### config.mk
export PLATFORM = sky130hd
export DESIGN_NAME = sb_cfg_loader
export DESIGN_NICKNAME = d
export VERILOG_FILES = /design/src/rtl/sb_pkg.sv /design/src/rtl/sb_cfg_loader.sv
export SDC_FILE = /design/constraint.sdc
export NUM_CORES = 1
export LEC_CHECK = 0
export ABC_AREA = 1
export CORE_MARGIN = 3
export CORE_UTILIZATION = 60
export CTS_CLUSTER_SIZE = 40
export DETAILED_ROUTE_END_ITERATION = 10
export DONT_BUFFER_PORTS = 1
export GPL_TIMING_DRIVEN = 1
export MAX_ROUTING_LAYER = met4
export PLACE_DENSITY = 0.86
export SETUP_SLACK_MARGIN = 0.3
export SLEW_MARGIN = 20
export SYNTH_ARGS = -nofsm -noshare
export SYNTH_HDL_FRONTEND = slang
export SYNTH_SLANG_ARGS = --single-unit
### constraint.sdc
create_clock -name clk -period 3.15 [get_ports clk]
set_input_delay 0.945 -clock clk [delete_from_list [all_inputs] [get_ports clk]]
set_output_delay 0.945 -clock clk [all_outputs]
set_load 0.05 [all_outputs]
### src/rtl/sb_pkg.sv
// Shared types and constants for the switch-box configuration loader.
package sb_pkg;

    typedef enum logic [1:0] {
        ST_IDLE   = 2'd0,
        ST_LOAD   = 2'd1,
        ST_FULL   = 2'd2,
        ST_COMMIT = 2'd3
    } ld_state_e;

    localparam int SB_BITS_PER_TRACK = 8;
    localparam int SEL_W             = 2;

    localparam int OFS_N = 0;
    localparam int OFS_E = 2;
    localparam int OFS_S = 4;
    localparam int OFS_W = 6;

    function automatic int num_words(input int cfg_size, input int word_w);
        return cfg_size / word_w;
    endfunction

    function automatic int idx_width(input int n);
        return (n <= 1) ? 1 : $clog2(n);
    endfunction

endpackage

### src/rtl/sb_cfg_loader.sv
// Streams switch-box config words into a shadow register and applies
// the complete image atomically to the live cfg bus on commit.
module sb_cfg_loader
    import sb_pkg::*;
#(
    parameter int CHN_WIDTH = 16,
    parameter int CFG_SIZE  = CHN_WIDTH * SB_BITS_PER_TRACK,
    parameter int WORD_W    = 32
) (
    input  logic                clk,
    input  logic                rst,
    input  logic                start,
    input  logic                in_valid,
    output logic                in_ready,
    input  logic [WORD_W-1:0]   in_data,
    input  logic                commit,
    output logic [CFG_SIZE-1:0] cfg,
    output logic                busy,
    output logic                done,
    output logic                err
);

    localparam int NUM_WORDS = num_words(CFG_SIZE, WORD_W);
    localparam int IDX_W     = idx_width(NUM_WORDS);
    localparam logic [IDX_W-1:0] LAST_IDX = IDX_W'(NUM_WORDS - 1);

    ld_state_e            state;
    ld_state_e            nxt;
    logic [IDX_W-1:0]     idx;
    logic [CFG_SIZE-1:0]  shadow;
    logic                 ld_clr;
    logic                 ld_we;
    logic                 set_err;
    logic                 apply;

    // Outputs depend only on the state register, never on in_valid.
    assign in_ready = (state == ST_LOAD);
    assign busy     = (state == ST_LOAD) || (state == ST_FULL);

    always_comb begin
        nxt     = state;
        ld_clr  = 1'b0;
        ld_we   = 1'b0;
        set_err = 1'b0;
        apply   = 1'b0;
        unique case (state)
            ST_IDLE: begin
                if (start) begin
                    nxt    = ST_LOAD;
                    ld_clr = 1'b1;
                end else if (commit) begin
                    set_err = 1'b1;
                end
            end
            ST_LOAD: begin
                if (start) begin
                    ld_clr = 1'b1;
                end else begin
                    set_err = commit;
                    if (in_valid) begin
                        ld_we = 1'b1;
                        if (idx == LAST_IDX) nxt = ST_FULL;
                    end
                end
            end
            ST_FULL: begin
                if (start) begin
                    nxt    = ST_LOAD;
                    ld_clr = 1'b1;
                end else if (commit) begin
                    nxt = ST_COMMIT;
                end
            end
            ST_COMMIT: begin
                apply = 1'b1;
                nxt   = ST_IDLE;
            end
            default: nxt = ST_IDLE;
        endcase
    end

    always_ff @(posedge clk) begin
        if (rst) begin
            state  <= ST_IDLE;
            idx    <= '0;
            shadow <= '0;
            cfg    <= '0;
            done   <= 1'b0;
            err    <= 1'b0;
        end else begin
            state <= nxt;
            done  <= apply;
            if (ld_clr) begin
                idx    <= '0;
                shadow <= '0;
                err    <= 1'b0;
            end else if (ld_we) begin
                shadow[int'(idx)*WORD_W +: WORD_W] <= in_data;
                idx <= (idx == LAST_IDX) ? '0 : idx + 1'b1;
            end
            if (set_err) err <= 1'b1;
            if (apply)   cfg <= shadow;
        end
    end

endmodule
==> results.yml, run 1 <==
synth:
  syn-cell-area_um2: 10000
  synthArstFlopShare_pct: 0
  ys_top_cells_by_area: "dfxtp_1 52%, o21ai_0 11%, nand2_1 9.3%, a21oi_1 7.7%, nor2_1 7.7%"
  synth.most_common_cell: "dfxtp_1"
  syn_avg_cell_area_um2: 7.36
  seq_area_frac_synth_pct: 52.2
  synth_area_leader_cell: "dfxtp_1"
  synth.top_cell.area_share_pct: 52.2
  yosys_register_bits: 262
  synth-edff-count: 0
  ys_warn_count: 0
  synth_top_cells_by_count: "262 x dfxtp_1, 249 x nand2_1, 226 x o21ai_0"
  synthFlopType: "dfxtp_1"
  synth.distinct_cells: 20
  syn_inst: 1364
  synth_nets: 1411
setup_path:
  crit_type: "flip-flop to output port"
  r2r_end: "shadow[70]$_SDFFE_PP0P_"
  r2r_start: "idx[1]$_SDFFE_PP0P_"
  ff2ff_path_depth: 8
  crit_arrival_ns: 1.67
  rrSetupSlack_ns: 0.80
  cp.required_ns: 2.20
  worst_setup_path_end_kind: "output port"
  path_max_fanout: 4
  cp-start-kind: "flip-flop"
floorplanning:
  core_area_um2: 16100
  die_area_um2: 18300
  row_count: 46
  die_w_um: 135
  ios: 169
  die_h_um: 135
  initial_utilization_pct: 62.3
clocking:
  cts_made_buffers: 26
  clk_latency_ns: 0.52
  clock_path_buffers: 3
  cts_resized: 0
  post-cts-setup-buffer-count: 0
  cts_tree: "yes"
  postCtsHoldBufs: 0
  clockRootBuffer: "clkbuf_16"
  htree_levels: 1
  cts_sinks: 262
  clk_pin_slew_ns: 0.06
run_status:
  status: "completed"
job:
  maxCapViolations: 0
placed_design:
  dpl.hpwl_mm: 18.2
  place_ws_ns: 0.622
  gp_congestion: 0.967
  port_buffers: 0
  dpl.cell_count: 1503
layout:
  drive_gt1_share_pct: 4.80
  antenna_cells: 0
  fillers: 1327
  post-route-util_pct: 68.4
  syn2layout_area_growth_pct: 9.82
  stdcell_count: 1549
  fin_nets: 1362
grt:
  grt_pass1_wl_mm: 41.0
  grt_pass1_vias: 7585
  antenna_found_initial: 0
  globalRouteOverflowTotal: 0
  use_met1_pct: 39.7
  use_met3_pct: 6.28
  track_usage_pct: 28.7
  gr-usage-met2_pct: 42.6
  grt_max_degree: 131
  grt-busiest-layer: "met2"
sta:
  fmax_mhz: 383
  rsz0062_at_grt: "false"
  period_share_pct: 83.0
  hold_viol: 0
  drv_slew: 0
  setup_viol: 0
  setup_ws_ns: 0.537
  worst_pin_slew_ns: 1.05
  skew_ns: 0.0116
  fin_crit_ns: 2.61
  final.setup.tns_ns: 0
  maxSlewHeadroom_pct: 30.1
route:
  wirelength_mm: 26.6
  via_per_inst: 5.51
  drt-initial-drc-count: 942
  antenna_left: 0
  drc: 0
  wire_per_inst_um: 17.2
  num_vias: 8539
  drt-pass1-iter-count: 6
min_path:
  min_path_type: "flip-flop to flip-flop"
  holdPathEnd: "cfg[2]$_SDFFE_PP0P_"
  hold_path_depth: 2
  hp-start: "shadow[2]$_SDFFE_PP0P_"
power:
  leakagePower_nw: 4.46
  power.density_nw_per_um2: 843
  ir_worst_vdd_v: 0.000695
## cells by family (layout without fill, tap and decap cells)
kind of cell / after synthesis / after routing / share of synthesized area, %
adders and majority gates: 10 / 10 / 1.25
and+or+nand+nor: 470 / 470 / 17.9
AOI/OAI and AO/OA: 385 / 385 / 19.2
buffers and inverters: 237 / 206 / 9.37
DFF: 262 / 262 / 52.2
## state kept, by name (all words and copies together), names as in the netlist
register / count
shadow: 128
state: 2
idx: 2
done: 1
err: 1
cfg: 128
## final cells by class
type                            instances  area [µm²]  area share [%]
Clock buffer                           35         726            6.58
Clock inverter                         11         205            1.86
Inverter                              143         537            4.87
Multi-Input combinational cell        865        3880            35.2
Sequential cell                       262        5250            47.6
Tap cell                              216         270            2.45
Timing Repair Buffer                   17         165            1.50
## worst max-delay path, stage by stage, from the launching register on
cell	delay, ns
dfxtp_1	0.44
inv_1	0.12
ha_1	0.59
## per-stage QoR
step / total power, mW / area, µm² / hold WS [ns]
floorplan: 5.74 / 10000 / 0.429
global placement: 5.96 / 10100 / 0.445
detailed placement: 6.01 / 10100 / 0.450
CTS: 9.32 / 11000 / 0.460
global route: 9.65 / 11000 / 0.477
finish: 9.30 / 11000 / 0.463
## routing by layer
metal / part of all wire [%] / up-vias
met2: 44 / 358
met3: 9.6 / 59
met5: 0 / -
met4: 3.3 / 0
met1: 43 / 3903
li1: - / 4219
## how the worst max path moves through the flow
stage	startpoint	end	slack [ns]
after floorplan	state[1]$_SDFFE_PP0P_	shadow[66]$_SDFFE_PP0P_	1.19
after global placement	start	shadow[38]$_SDFFE_PP0P_	0.66
after detailed placement	start	shadow[38]$_SDFFE_PP0P_	0.62
after CTS	state[0]$_SDFFE_PP0P_	busy	0.54
after global routing	state[0]$_SDFFE_PP0P_	busy	0.50
final	state[0]$_SDFFE_PP0P_	busy	0.54
## where the power goes
group          leakage, nW  total (mW)  internal (mW)  switching [mW]
Sequential            2.12        4.87           3.65            1.23
Combinational         1.88        1.08          0.316           0.762
Clock                0.459        3.35           2.10            1.25
## cells in the final DEF, fill, tap and decap left out, types with 2 or more instances in the layout
cell	synthesis	layout
dfxtp_1	262	262
nand2_1	249	249
o21ai_0	226	226
nor2_1	206	206
a21oi_1	155	155
inv_1	139	138
clkbuf_16	0	27
buf_4	0	14
nand3_1	10	10
ha_1	10	9
bufinv_16	0	6
clkbuf_1	55	6
clkinv_2	0	5
inv_2	2	3
nand4_1	3	3
buf_12	0	3
clkinv_1	2	2
o21ai_1	3	2
clkbuf_8	0	2
Power figures use the tool's default switching activity.
==> run 2, diff against run 1 <==
==> constraint.sdc (replaced) <==
create_clock -name clk -period 2.7 [get_ports clk]
set_input_delay 0.81 -clock clk [delete_from_list [all_inputs] [get_ports clk]]
set_output_delay 0.81 -clock clk [all_outputs]
set_load 0.05 [all_outputs]
==> results.yml, run 2 (synthesized netlist as in run 1, its figures left out) <==
run_status:
  status: "completed"
placed_design:
  dpl.hpwl_mm: 17.9
  port_buffers: 0
  place_ws_ns: 0.447
  dpl.cell_count: 1500
  gp_congestion: 1.03
layout:
  stdcell_count: 1548
  seqCellArea_um2: 5250
  antenna_cells: 0
  fin_nets: 1359
  syn2layout_area_growth_pct: 9.15
  multiInputGateArea_um2: 3880
  drive_gt1_share_pct: 5.41
  mostFrequentLayoutCells: "261 x dfxtp_1, 247 x nand2_1, 224 x o21ai_0"
  layout_commonest_cell: "dfxtp_1"
  reg.largest.list: "cfg: 128 flops, shadow: 128 flops"
  fillers: 1352
power:
  power_mw: 10.5
  switching_share_pct: 36.1
  p_switching_mw: 3.80
  p_clk_share_pct: 34.3
  power.density_nw_per_um2: 961
  leakagePower_nw: 4.42
  ir_worst_vdd_v: 0.000795
  p_int_mw: 6.73
  comb_power_share_pct: 11.7
  seq_power_share_pct: 54.0
setup_path:
  cp.required_ns: 1.89
  crit_type: "flip-flop to output port"
  path_max_fanout: 4
  cp-start-kind: "flip-flop"
  worst_setup_path_end_kind: "output port"
  crit_arrival_ns: 1.57
grt:
  antenna_found_initial: 0
  grt_pass1_wl_mm: 40.9
  grt_max_degree: 131
  globalRouteOverflowTotal: 0
  track_usage_pct: 28.8
  grt_pass1_vias: 7599
route:
  wirelength_mm: 26.4
  antenna_left: 0
  via_per_inst: 5.50
  drc: 0
  drt-initial-drc-count: 1007
  num_vias: 8514
  wire_per_inst_um: 17.1
  drt-pass1-iter-count: 6
floorplanning:
  die_area_um2: 18300
  die_w_um: 135
  ios: 169
  initial_utilization_pct: 62.3
  core_area_um2: 16100
  row_count: 46
  die_h_um: 135
clocking:
  clk_latency_ns: 0.53
  htree_levels: 1
  cts_sinks: 262
  clock_path_buffers: 3
  cts_made_buffers: 26
  postCtsHoldBufs: 0
  clk_pin_slew_ns: 0.06
  cts_tree: "yes"
  clockRootBuffer: "clkbuf_16"
  post-cts-setup-buffer-count: 0
sta:
  fin_crit_ns: 2.38
  setup_viol: 0
  drv_slew: 0
  skew_ns: 0.00758
  maxSlewHeadroom_pct: 35.7
  rsz0062_at_grt: "true"
  final.setup.tns_ns: 0
  hold_viol: 0
  period_share_pct: 88.0
  setup_ws_ns: 0.323
  fmax_mhz: 421
  worst_pin_slew_ns: 0.964
min_path:
  min_path_type: "input pin to flip-flop"
job:
  maxCapViolations: 0
## run 2: cell types whose count changed in the layout (fill, tap and decap cells not counted), sizes merged
cell / change
inv: -1
clkinvlp: +3
buf: -3
clkinv: +4
clkbuf: +1
bufinv: -5
## run 2: layer usage
metal / GRT usage [%] / up-vias / wire [µm]
met1: 40.0 / 3873 / 11600
met3: 6.76 / 67 / 2500
met5: - / - / 0
met4: 10.9 / 0 / 1160
met2: 41.1 / 361 / 11200
li1: - / 4213 / -
## run 2: worst paths after layout
| path | slack [ns] | depth (start not counted) | from | endpoint |
|---|---|---|---|---|
| min reg2reg | 0.46 | 2 | shadow[7]$_SDFFE_PP0P_ | cfg[7]$_SDFFE_PP0P_ |
| min | 0.36 | 1 | rst | done$_SDFF_PP0_ |
| max | 0.32 | 2 | state[0]$_SDFFE_PP0P_ | busy |
| max reg2reg | 0.66 | 8 | idx[1]$_SDFFE_PP0P_ | shadow[75]$_SDFFE_PP0P_ |
## run 2: layout make-up
cell class,instances,share of cell area (%)
multi-input combinational,865,35.4
timing repair buffer,14,1.30
clock buffer,36,7.11
inverter,143,4.93
tap,216,2.47
sequential,262,47.9
clock inverter,12,0.856
## run 2: metrics by stage
stage | util, % | cell area [µm²] | hold WS (ns)
after floorplan | - | 10000 | 0.429
after global placement | 62.5 | 10100 | 0.444
after detailed placement | 62.5 | 10100 | 0.447
after CTS | 67.9 | 10900 | 0.349
after global routing | 68.0 | 11000 | 0.347
final | 68.0 | 11000 | 0.355
## run 2: timing repair
| action | 4_1_cts | 5_1_grt |
|---|---|---|
| gates resized for setup | 1 | 6 |
| endpoints found under the setup margin | 1 | 11 |
| pin swaps | 0 | 0 |
## run 2: power groups by stage
| stage | registers [mW] | clock network [mW] | logic (mW) |
|---|---|---|---|
| after floorplan | 5.68 | 0 | 1.02 |
| after global placement | 5.77 | 0 | 1.17 |
| after detailed placement | 5.78 | 0 | 1.21 |
| after CTS | 5.70 | 3.64 | 1.23 |
| after global routing | 5.74 | 3.82 | 1.42 |
| final | 5.69 | 3.61 | 1.24 |
## run 2: critical path, stage by stage (launching register included)
cell and delay (ns):
dfxtp_1 0.43, inv_1 0.12, ha_2 0.49
==> run 3, diff against run 2 <==
--- a/config.mk
+++ b/config.mk
@@ -6,7 +6,7 @@
 export NUM_CORES = 1
 export LEC_CHECK = 0
 export ABC_AREA = 1
-export CORE_MARGIN = 3
+export CORE_MARGIN = 8
 export CORE_UTILIZATION = 60
 export CTS_CLUSTER_SIZE = 40
 export DETAILED_ROUTE_END_ITERATION = 10
==> results.yml, run 3 (synthesized netlist as in run 1, its figures left out) <==
route:
  wire_per_inst_um: 17.8
  wirelength_mm: 27.8
  drt-initial-drc-count: 938
  antenna_left: 0
  drc: 0
  drt-pass1-iter-count: 7
  via_per_inst: 5.54
  num_vias: 8630
min_path:
  min_path_type: "input pin to flip-flop"
  hold_path_depth: 1
run_status:
  status: "completed"
grt:
  antenna_found_initial: 0
  track_usage_pct: 25.9
  grt_pass1_wl_mm: 43.5
  grt_pass1_vias: 7834
  globalRouteOverflowTotal: 0
  grt_max_degree: 131
placed_design:
  dpl.hpwl_mm: 19.4
  place_ws_ns: 0.442
  port_buffers: 0
  gp_congestion: 1.02
  dpl.cell_count: 1511
setup_path:
  crit_chain: "inv_1 -> ha_1 -> buf_4"
  crit_arrival_ns: 1.52
  critPathMaxStageDelay_ns: 0.35
  crit_type: "flip-flop to output port"
  worst_setup_path_end_kind: "output port"
  ff2ff_path_depth: 8
  cp-start-kind: "flip-flop"
  path_max_fanout: 5
  cp.required_ns: 1.89
  crit_slowest_cell: "dfxtp_2"
power:
  p_int_mw: 6.92
  p_clk_share_pct: 34.9
  p_switching_mw: 3.85
  switching_share_pct: 35.8
  leakagePower_nw: 4.48
  seq_power_share_pct: 53.1
  comb_power_share_pct: 12.1
  power.density_nw_per_um2: 974
  ir_worst_vdd_v: 0.000982
clocking:
  clockRootBuffer: "clkbuf_16"
  clock_path_buffers: 3
  cts_sinks: 262
  htree_levels: 1
  clk_latency_ns: 0.52
  clk_pin_slew_ns: 0.06
  cts_made_buffers: 26
  cts_tree: "yes"
job:
  maxCapViolations: 0
floorplanning:
  initial_utilization_pct: 61.0
  ios: 169
  core_area_um2: 16500
  row_count: 47
  die_area_um2: 21100
  die_w_um: 145
  die_h_um: 145
sta:
  maxSlewHeadroom_pct: 53.8
  skew_ns: 0.0177
  worst_pin_slew_ns: 0.693
  final.setup.tns_ns: 0
  fin_crit_ns: 2.33
  setup_viol: 0
  fmax_mhz: 429
  holdWs_ns: 0.348
  period_share_pct: 86.4
  rsz0062_at_grt: "true"
  hold_viol: 0
  setup_ws_ns: 0.367
  drv_slew: 0
layout:
  fillers: 1371
  stdcell_count: 1558
  mostFrequentLayoutCells: "261 x dfxtp_1, 248 x nand2_1, 226 x o21ai_0"
  antenna_cells: 0
  drive_gt1_share_pct: 5.53
  syn2layout_area_growth_pct: 10.1
  layout_commonest_cell: "dfxtp_1"
  fin_nets: 1366
  reg.largest.list: "cfg: 128 flops, shadow: 128 flops"
==> run 3: changes by cell type in the layout (fill, tap and decap cells not counted), sizes merged <==
| cell | before | now |
|---|---|---|
| clkinvlp | 3 | 1 |
| bufinv | 1 | 4 |
| buf | 14 | 21 |
| clkbuf | 36 | 33 |
| inv | 140 | 142 |
| clkinv | 11 | 10 |
==> run 3: worst paths after layout <==
check	endpoint	from	slack, ns
max reg2reg	shadow[27]$_SDFFE_PP0P_	idx[0]$_SDFFE_PP0P_	0.58
max	in_ready	state[1]$_SDFFE_PP0P_	0.37
min	done$_SDFF_PP0_	rst	0.35
min reg2reg	cfg[31]$_SDFFE_PP0P_	shadow[31]$_SDFFE_PP0P_	0.45
==> run 3: repair_timing <==
item | 4_1_cts | 5_1_grt
setup buffers | 0 | 0
hold buffers | 0 | 0
gates resized for setup | 1 | 3
setup endpoints to repair | 1 | 28
==> run 3: routing by layer <==
metal	global-route usage [%]	wire length, µm	vias up
met2	35.3	11500	391
met5	-	0	-
met3	8.92	3300	86
met1	32.9	11400	3924
met4	14.4	1600	0
li1	-	-	4229
==> run 3: area by class of cell <==
| type | count | area, µm² | area share, % |
|---|---|---|---|
| Clock buffer | 33 | 718 | 6.50 |
| Timing Repair Buffer | 21 | 208 | 1.88 |
| Multi-Input combinational cell | 865 | 3890 | 35.2 |
| Clock inverter | 14 | 176 | 1.60 |
| Sequential cell | 262 | 5250 | 47.5 |
| Tap cell | 220 | 275 | 2.49 |
| Inverter | 143 | 537 | 4.86 |
==> run 3: worst max-delay path: cells and delay by family (launching register included) <==
kind,cells,cell delay [ns]
buf+inv,2,0.38
fa+ha+maj,1,0.27
flops,1,0.35
==> run 3: power by group through the flow <==
| stage | Combinational, mW | Clock (mW) | Sequential [mW] |
|---|---|---|---|
| floorplan | 1.02 | 0 | 5.68 |
| global placement | 1.19 | 0 | 5.80 |
| detailed placement | 1.24 | 0 | 5.81 |
| CTS | 1.26 | 3.79 | 5.73 |
| global route | 1.48 | 3.95 | 5.77 |
| finish | 1.30 | 3.75 | 5.71 |
==> run 3: per-stage QoR <==
step	utilization, %	cell area [µm²]	power, mW
final	67.1	11100	10.8
after global routing	67.1	11100	11.2
after CTS	67.0	11000	10.8
after detailed placement	61.6	10100	7.05
after global placement	61.6	10100	6.99
after floorplan	-	10000	6.70
